**config.mk**
```make
export PLATFORM = sky130hd
export DESIGN_NAME = issue_sched
export DESIGN_NICKNAME = d
export VERILOG_FILES = /design/src/rtl/issue_sched.sv
export SDC_FILE = /design/constraint.sdc
export NUM_CORES = 1
export LEC_CHECK = 0
export CAP_MARGIN = 20
export CORE_MARGIN = 4
export CORE_UTILIZATION = 49
export CTS_CLUSTER_SIZE = 8
export DETAILED_ROUTE_END_ITERATION = 6
export HOLD_SLACK_MARGIN = 0.06
export PLACE_DENSITY = 0.75
export SYNTH_ARGS = -nofsm -noshare
export SYNTH_HDL_FRONTEND = slang
export SYNTH_SLANG_ARGS = --single-unit
```
**constraint.sdc**
```tcl
create_clock -name clk_i -period 3.9 [get_ports clk_i]
set_clock_uncertainty 0.1 [all_clocks]
set_input_delay 0.39 -clock clk_i [delete_from_list [all_inputs] [get_ports clk_i]]
set_output_delay 0.39 -clock clk_i [all_outputs]
set_load 0.01 [all_outputs]
```
**src/rtl/issue_sched.sv**
```systemverilog
// issue_sched: in-order issue buffer between instruction fetch and decode.
//
// Fetched instructions are queued in a 2^IQ_LOG entry FIFO. The head is
// released to the decoder only when the ROB has a free entry and the head's
// target station (RS for ALU/branch/jump, LSB for load/store) has a free
// entry. Free entries are tracked with local credit counters. Each
// dispatched instruction gets the next ROB tag. A rollback flushes
// everything and restores all credits.
//
// Ports:
//   clk_i, rst_ni            clock (rising edge), async active-low reset
//   rdy_i                    global enable, 0 freezes every register
//   rollback_i               mispredict flush pulse
//   fetch_*_i                push strobe and payload from fetch
//   iq_full_o                registered queue-full flag for fetch
//   dec_*_o                  dispatch strobe, payload and ROB tag
//   rs_release_i             one RS entry freed
//   lsb_release_i            one LSB entry freed
//   rob_commit_i             one ROB entry committed
//   stall_cnt_o              blocked-head cycle counter
//
// Build option: define ISSUE_SCHED_STALL_CNT_EN to add stall_cnt_o and its
// counter. Without it the port and logic are absent.

module issue_sched #(
   parameter int IQ_LOG   = 2,
   parameter int ROB_LOG  = 4,
   parameter int RS_SIZE  = 16,
   parameter int LSB_SIZE = 16
) (
   input  logic               clk_i,
   input  logic               rst_ni,
   input  logic               rdy_i,
   input  logic               rollback_i,
   input  logic               fetch_valid_i,
   input  logic [31:0]        fetch_inst_i,
   input  logic [31:0]        fetch_pc_i,
   input  logic               fetch_pre_j_i,
   output logic               iq_full_o,
   output logic               dec_valid_o,
   output logic [31:0]        dec_inst_o,
   output logic [31:0]        dec_pc_o,
   output logic               dec_pre_j_o,
   output logic [ROB_LOG-1:0] dec_rob_pos_o,
   input  logic               rs_release_i,
   input  logic               lsb_release_i,
   input  logic               rob_commit_i
`ifdef ISSUE_SCHED_STALL_CNT_EN
   ,
   output logic [31:0]        stall_cnt_o
`endif
);

   localparam int IQ_DEPTH = 1 << IQ_LOG;
   localparam int ROB_SIZE = 1 << ROB_LOG;
   localparam int CW = IQ_LOG + 1;
   localparam int RW = ROB_LOG + 1;
   localparam int SW = $clog2(RS_SIZE + 1);
   localparam int LW = $clog2(LSB_SIZE + 1);
   localparam logic [RW-1:0] ROB_INIT = RW'(ROB_SIZE);
   localparam logic [SW-1:0] RS_INIT  = SW'(RS_SIZE);
   localparam logic [LW-1:0] LSB_INIT = LW'(LSB_SIZE);

   logic [31:0] iq_inst_q [IQ_DEPTH];
   logic [31:0] iq_pc_q   [IQ_DEPTH];
   logic        iq_prej_q [IQ_DEPTH];

   logic [IQ_LOG-1:0]  head_q, head_d, tail_q, tail_d;
   logic [CW-1:0]      cnt_q, cnt_d;
   logic               iq_full_q, iq_full_d;
   logic               dec_valid_q, dec_valid_d;
   logic [31:0]        dec_inst_q, dec_inst_d, dec_pc_q, dec_pc_d;
   logic               dec_prej_q, dec_prej_d;
   logic [ROB_LOG-1:0] dec_pos_q, dec_pos_d, rob_tail_q, rob_tail_d;
   logic [RW-1:0]      rob_cr_q, rob_cr_d;
   logic [SW-1:0]      rs_cr_q, rs_cr_d;
   logic [LW-1:0]      lsb_cr_q, lsb_cr_d;

   logic [31:0] head_inst;
   logic        head_is_lsb, cls_ok, do_push, do_pop;

   assign head_inst   = iq_inst_q[head_q];
   assign head_is_lsb = (head_inst[6:0] == 7'b0000011) || (head_inst[6:0] == 7'b0100011);
   assign cls_ok      = head_is_lsb ? (lsb_cr_q != '0) : (rs_cr_q != '0);

   // Decisions use only registered credits; a same-cycle release never bypasses.
   assign do_push = rdy_i && !rollback_i && fetch_valid_i && !iq_full_q;
   assign do_pop  = rdy_i && !rollback_i && (cnt_q != '0) && (rob_cr_q != '0) && cls_ok;

   always_comb begin
      head_d      = head_q;
      tail_d      = tail_q;
      cnt_d       = cnt_q;
      dec_valid_d = dec_valid_q;
      dec_inst_d  = dec_inst_q;
      dec_pc_d    = dec_pc_q;
      dec_prej_d  = dec_prej_q;
      dec_pos_d   = dec_pos_q;
      rob_tail_d  = rob_tail_q;
      rob_cr_d    = rob_cr_q;
      rs_cr_d     = rs_cr_q;
      lsb_cr_d    = lsb_cr_q;
      if (rdy_i) begin
         if (rollback_i) begin
            head_d      = '0;
            tail_d      = '0;
            cnt_d       = '0;
            dec_valid_d = 1'b0;
            rob_tail_d  = '0;
            rob_cr_d    = ROB_INIT;
            rs_cr_d     = RS_INIT;
            lsb_cr_d    = LSB_INIT;
         end else begin
            if (do_push) tail_d = tail_q + IQ_LOG'(1);
            if (do_pop) begin
               head_d     = head_q + IQ_LOG'(1);
               dec_inst_d = head_inst;
               dec_pc_d   = iq_pc_q[head_q];
               dec_prej_d = iq_prej_q[head_q];
               dec_pos_d  = rob_tail_q;
               rob_tail_d = rob_tail_q + ROB_LOG'(1);
            end
            dec_valid_d = do_pop;
            cnt_d = cnt_q + CW'(do_push) - CW'(do_pop);

            // Release at the initial value is a protocol error: saturate.
            if (do_pop && !rob_commit_i)
               rob_cr_d = rob_cr_q - RW'(1);
            else if (!do_pop && rob_commit_i && rob_cr_q != ROB_INIT)
               rob_cr_d = rob_cr_q + RW'(1);

            if (do_pop && !head_is_lsb && !rs_release_i)
               rs_cr_d = rs_cr_q - SW'(1);
            else if (!(do_pop && !head_is_lsb) && rs_release_i && rs_cr_q != RS_INIT)
               rs_cr_d = rs_cr_q + SW'(1);

            if (do_pop && head_is_lsb && !lsb_release_i)
               lsb_cr_d = lsb_cr_q - LW'(1);
            else if (!(do_pop && head_is_lsb) && lsb_release_i && lsb_cr_q != LSB_INIT)
               lsb_cr_d = lsb_cr_q + LW'(1);
         end
      end
      iq_full_d = (cnt_d == CW'(IQ_DEPTH));
   end

   always_ff @(posedge clk_i) begin
      if (do_push) begin
         iq_inst_q[tail_q] <= fetch_inst_i;
         iq_pc_q[tail_q]   <= fetch_pc_i;
         iq_prej_q[tail_q] <= fetch_pre_j_i;
      end
   end

   always_ff @(posedge clk_i or negedge rst_ni) begin
      if (!rst_ni) begin
         head_q      <= '0;
         tail_q      <= '0;
         cnt_q       <= '0;
         iq_full_q   <= 1'b0;
         dec_valid_q <= 1'b0;
         dec_inst_q  <= '0;
         dec_pc_q    <= '0;
         dec_prej_q  <= 1'b0;
         dec_pos_q   <= '0;
         rob_tail_q  <= '0;
         rob_cr_q    <= ROB_INIT;
         rs_cr_q     <= RS_INIT;
         lsb_cr_q    <= LSB_INIT;
      end else begin
         head_q      <= head_d;
         tail_q      <= tail_d;
         cnt_q       <= cnt_d;
         iq_full_q   <= iq_full_d;
         dec_valid_q <= dec_valid_d;
         dec_inst_q  <= dec_inst_d;
         dec_pc_q    <= dec_pc_d;
         dec_prej_q  <= dec_prej_d;
         dec_pos_q   <= dec_pos_d;
         rob_tail_q  <= rob_tail_d;
         rob_cr_q    <= rob_cr_d;
         rs_cr_q     <= rs_cr_d;
         lsb_cr_q    <= lsb_cr_d;
      end
   end

   assign iq_full_o     = iq_full_q;
   assign dec_valid_o   = dec_valid_q;
   assign dec_inst_o    = dec_inst_q;
   assign dec_pc_o      = dec_pc_q;
   assign dec_pre_j_o   = dec_prej_q;
   assign dec_rob_pos_o = dec_pos_q;

`ifdef ISSUE_SCHED_STALL_CNT_EN
   logic [31:0] stall_cnt_q, stall_cnt_d;

   always_comb begin
      stall_cnt_d = stall_cnt_q;
      if (rdy_i && !rollback_i && (cnt_q != '0) && !do_pop)
         stall_cnt_d = stall_cnt_q + 32'd1;
   end

   always_ff @(posedge clk_i or negedge rst_ni) begin
      if (!rst_ni) stall_cnt_q <= '0;
      else         stall_cnt_q <= stall_cnt_d;
   end

   assign stall_cnt_o = stall_cnt_q;
`endif

endmodule

```
==> run_results.csv <==
group,metric,value,unit
hold_path,hp-start,"dec_pc_o[2]",
worst_setup_path,cp_num_buf_inv,3,
global_route,grt_use_met1,25.3,%
synthesis,yosysMostFrequentCell,"edfxtp_1",
worst_setup_path,critical_path.max_fanout,7,
synthesis,ys_seq_area_share,73.0,%
sta,post-route-period-util,98.2,%
clock_network,cts_tree,"yes",
clock_network,clock-root-buffer,"clkbuf_16",
global_route,gr-max-usage-layer,"met2",
route,first_iter_violations,508,
global_route,grtUsageTotal,18.9,%
synthesis,yosysUniqueCellTypes,62,
global_route,grt_pass1_vias,8326,
power,leakagePower,6.56,nW
worst_setup_path,path_cells,"mux4_2 -> or4b_4 -> a2111oi_4 -> nor2_4 -> inv_2 -> ha_4 -> inv_4 -> ha_4 -> inv_2 -> fa_2 -> xnor2_2 -> nor3_1 -> a21oi_1 -> o2bb2ai_1 -> nor3b_2",
route,postRouteAntennaNets,0,
sta,fmax,261,MHz
finish,fillers,1999,
floorplan,core.rowCount,61,
sta,setup_violations,0,
placed_design,place_inst,1365,
finish,area_delta_synth_final,25.5,%
synthesis,synth_nets,952,
synthesis,synth.area.top_cells,"edfxtp_1 56%, dfrtp_1 17%, mux4_2 10%",
placed_design,port_buffers,143,
synthesis,synth_common_cells,"260 x edfxtp_1, 223 x nand2_1, 94 x dfrtp_1",
global_route,grt_pass1_wl,46100,um
synthesis,yosysTopAreaCell,"edfxtp_1",
worst_setup_path,critPathRequiredTime,4240,ps
sta,period_minus_slack,3830,ps
worst_setup_path,critPathCaptureType,"flip-flop",
placed_design,gp_congestion,0.824,
synthesis,synth_flop_cell,"edfxtp_1",
finish,drive_gt1_share,17.6,%
route,via_per_inst,5.40,
synthesis,postSynth.asyncResetShare,27.2,%
floorplan,die_x,177,um
run,maxCapViolCount,0,
synthesis,synth-edff-count,260,
clock_network,cts_buffers,50,
floorplan,start_util,50.0,%
power,p_per_area,674,nW/um^2
power,finalPower,11.9,mW
sta,tightest_slew,958,ps
worst_setup_path,crit_type,"flip-flop to flip-flop",
global_route,use_met2,32.6,%
worst_setup_path,max_stage_delay,580,ps
run_status,status,"completed",
floorplan,io_pins,144,
floorplan,die_area,31400,um^2
worst_setup_path,crit_start,"head_q[0]",
global_route,grt_start_max_net_pins,80,
power,peakVddDrop,0.414,mV
clock_network,cts_sinks,357,
worst_setup_path,slowest_stage,"or4b_4",
global_route,antenna_found_initial,2,
floorplan,die_h,177,um
clock_network,insertion_delay,530,ps
finish,layout.nets,1142,
synthesis,yosysTopAreaCellShare,55.7,%
global_route,met3_usage,4.06,%
route,first_pass_iters,6,
hold_path,hold_class,"flip-flop to flip-flop",
sta,slew_viol_final,0,
clock_network,clk_pin_slew,50,ps
sta,relSlewSlack,36.1,%
worst_setup_path,reg2reg_from,"head_q[0]",
synthesis,yosysWarnings,0,
clock_network,htreeDepth,2,
synthesis,synth_area,14000,um^2
worst_setup_path,path_delay_family,"simple AND/OR/NAND/NOR gates",
synthesis,syn_avg_cell_area,16.3,um^2
synthesis,netlist_instances,859,
finish,instances_no_fill,1465,
worst_setup_path,cp.arrival,4170,ps
placed_design,hpwl,17300,um
route,drcViolationCount,0,
route,vias,7912,
sta,grt_setup_unrepaired,"yes",
sta,setup-tns-final,0,ps
sta,hold_viol_final,0,
global_route,gr-total-overflow,0,
worst_setup_path,start_kind,"flip-flop",
route,wl_per_cell,20.0,um
route,wl,29300,um
synthesis,ys_seq_elements,357,
floorplan,core,28000,um^2
finish,n_antenna_cell,0,
clock_network,cts_buffer_depth,3,
[worst paths after layout]
path	to	slack [ps]	cells after the start
setup / recovery	iq_full_o	70	15
hold / removal	dec_pc_o[2]	370	2
setup reg to reg	iq_full_o	70	15
hold reg to reg	dec_pc_o[2]	370	2
max in group asynchronous	dec_pc_o[12]	2410	3
min in group asynchronous	lsb_cr_q[0]	400	2
[state kept, by name, summed over array words and instances (netlist names)]
name and cells:
dec_pc_o 32, dec_rob_pos_o 4, iq_pc_q 128, head_q 2, iq_inst_q 128, rs_cr_q 5, iq_prej_q 4, tail_q 2
rob_tail_q 4, lsb_cr_q 5, dec_pre_j_o 1, rob_cr_q 5, dec_valid_o 1, iq_full_o 1, dec_inst_o 32, cnt_q 3
[worst register-to-register path, delay by kind of cell (launching register included)]
family                     cells  cell delay (ps)
AOI/OAI and AO/OA              3              600
muxes                          1              560
xor gates and xnor gates       1              160
buffers and inverters          3              160
DFF                            1              470
adders and majority gates      3              690
and+or+nand+nor                4             1010
[layout make-up]
| cell class | instances | area (um^2) | share of cell area [%] |
|---|---|---|---|
| clock buffer | 88 | 1420 | 8.04 |
| clock inverter | 2 | 13.8 | 0.0782 |
| inverter | 24 | 92.6 | 0.526 |
| multi-input combinational | 439 | 3610 | 20.5 |
| sequential | 357 | 10200 | 58.2 |
| tap | 378 | 473 | 2.69 |
| timing repair buffer | 177 | 1750 | 9.93 |
[layer usage]
layer | up-vias | routed length [um]
met5 | - | 34
met4 | 4 | 390
met3 | 41 | 1840
met2 | 220 | 15100
met1 | 4065 | 11900
li1 | 3582 | -
[power breakdown]
group          switching (mW)  internal [mW]  leakage, nW
Sequential              0.315           4.61         3.59
Combinational            1.47           1.58         2.30
Clock                    1.47           2.42        0.681
[per-stage QoR]
| step | setup slack (ps) | utilization [%] | area (um^2) | hold slack (ps) |
|---|---|---|---|---|
| 4_1_cts | 17.2 | 62.3 | 17500 | 368 |
| 5_1_grt | -118 | 62.8 | 17600 | 391 |
| 3_5_place_dp | 19.4 | 57.2 | 16000 | 361 |
| 2_1_floorplan | 41.5 | - | 14000 | -5.59 |
| 6_report | 72.0 | 62.8 | 17600 | 368 |
| 3_3_place_gp | 97.1 | 57.2 | 16000 | 359 |
[cell families after synthesis]
logic type,Yosys count,share of synthesized area (%)
adders and majority gates,20,2.00
muxes,71,10.9
and+or+nand+nor,275,8.07
xor gates and xnor gates,10,0.625
buffers and inverters,63,1.82
DFF,357,73.0
AOI/OAI and AO/OA,63,3.54
[repair_timing]
action | 4_1_cts | 5_1_grt
pin swaps | 0 | 9
hold buffers | 1 | 0
buffers inserted | 0 | 9
endpoints found under the setup margin | 1 | 4
resized for setup | 1 | 16
hold endpoints to repair | 47 | 0
[cell usage in the layout, fill, tap and decap left out, drive strengths merged, types with 3 or more instances in the layout]
cell | Yosys | layout
clkbuf | 27 | 88
o21ai | 8 | 8
fa | 4 | 4
nand3 | 5 | 5
a221o | 3 | 3
nand2b | 3 | 3
o21a | 3 | 3
inv | 24 | 25
ha | 16 | 16
nor2b | 6 | 6
nor4 | 3 | 3
dfrtp | 94 | 94
buf | 12 | 34
xor2 | 6 | 6
and3 | 4 | 4
clkdlybuf4s50 | 0 | 142
mux2 | 4 | 4
nor2 | 17 | 17
nor3 | 6 | 6
a31o | 3 | 3
xnor2 | 4 | 4
a21oi | 14 | 14
mux4 | 65 | 65
nand2 | 223 | 223
edfxtp | 260 | 260
a21o | 6 | 6
dfstp | 3 | 3
Power figures use the tool's default switching activity.
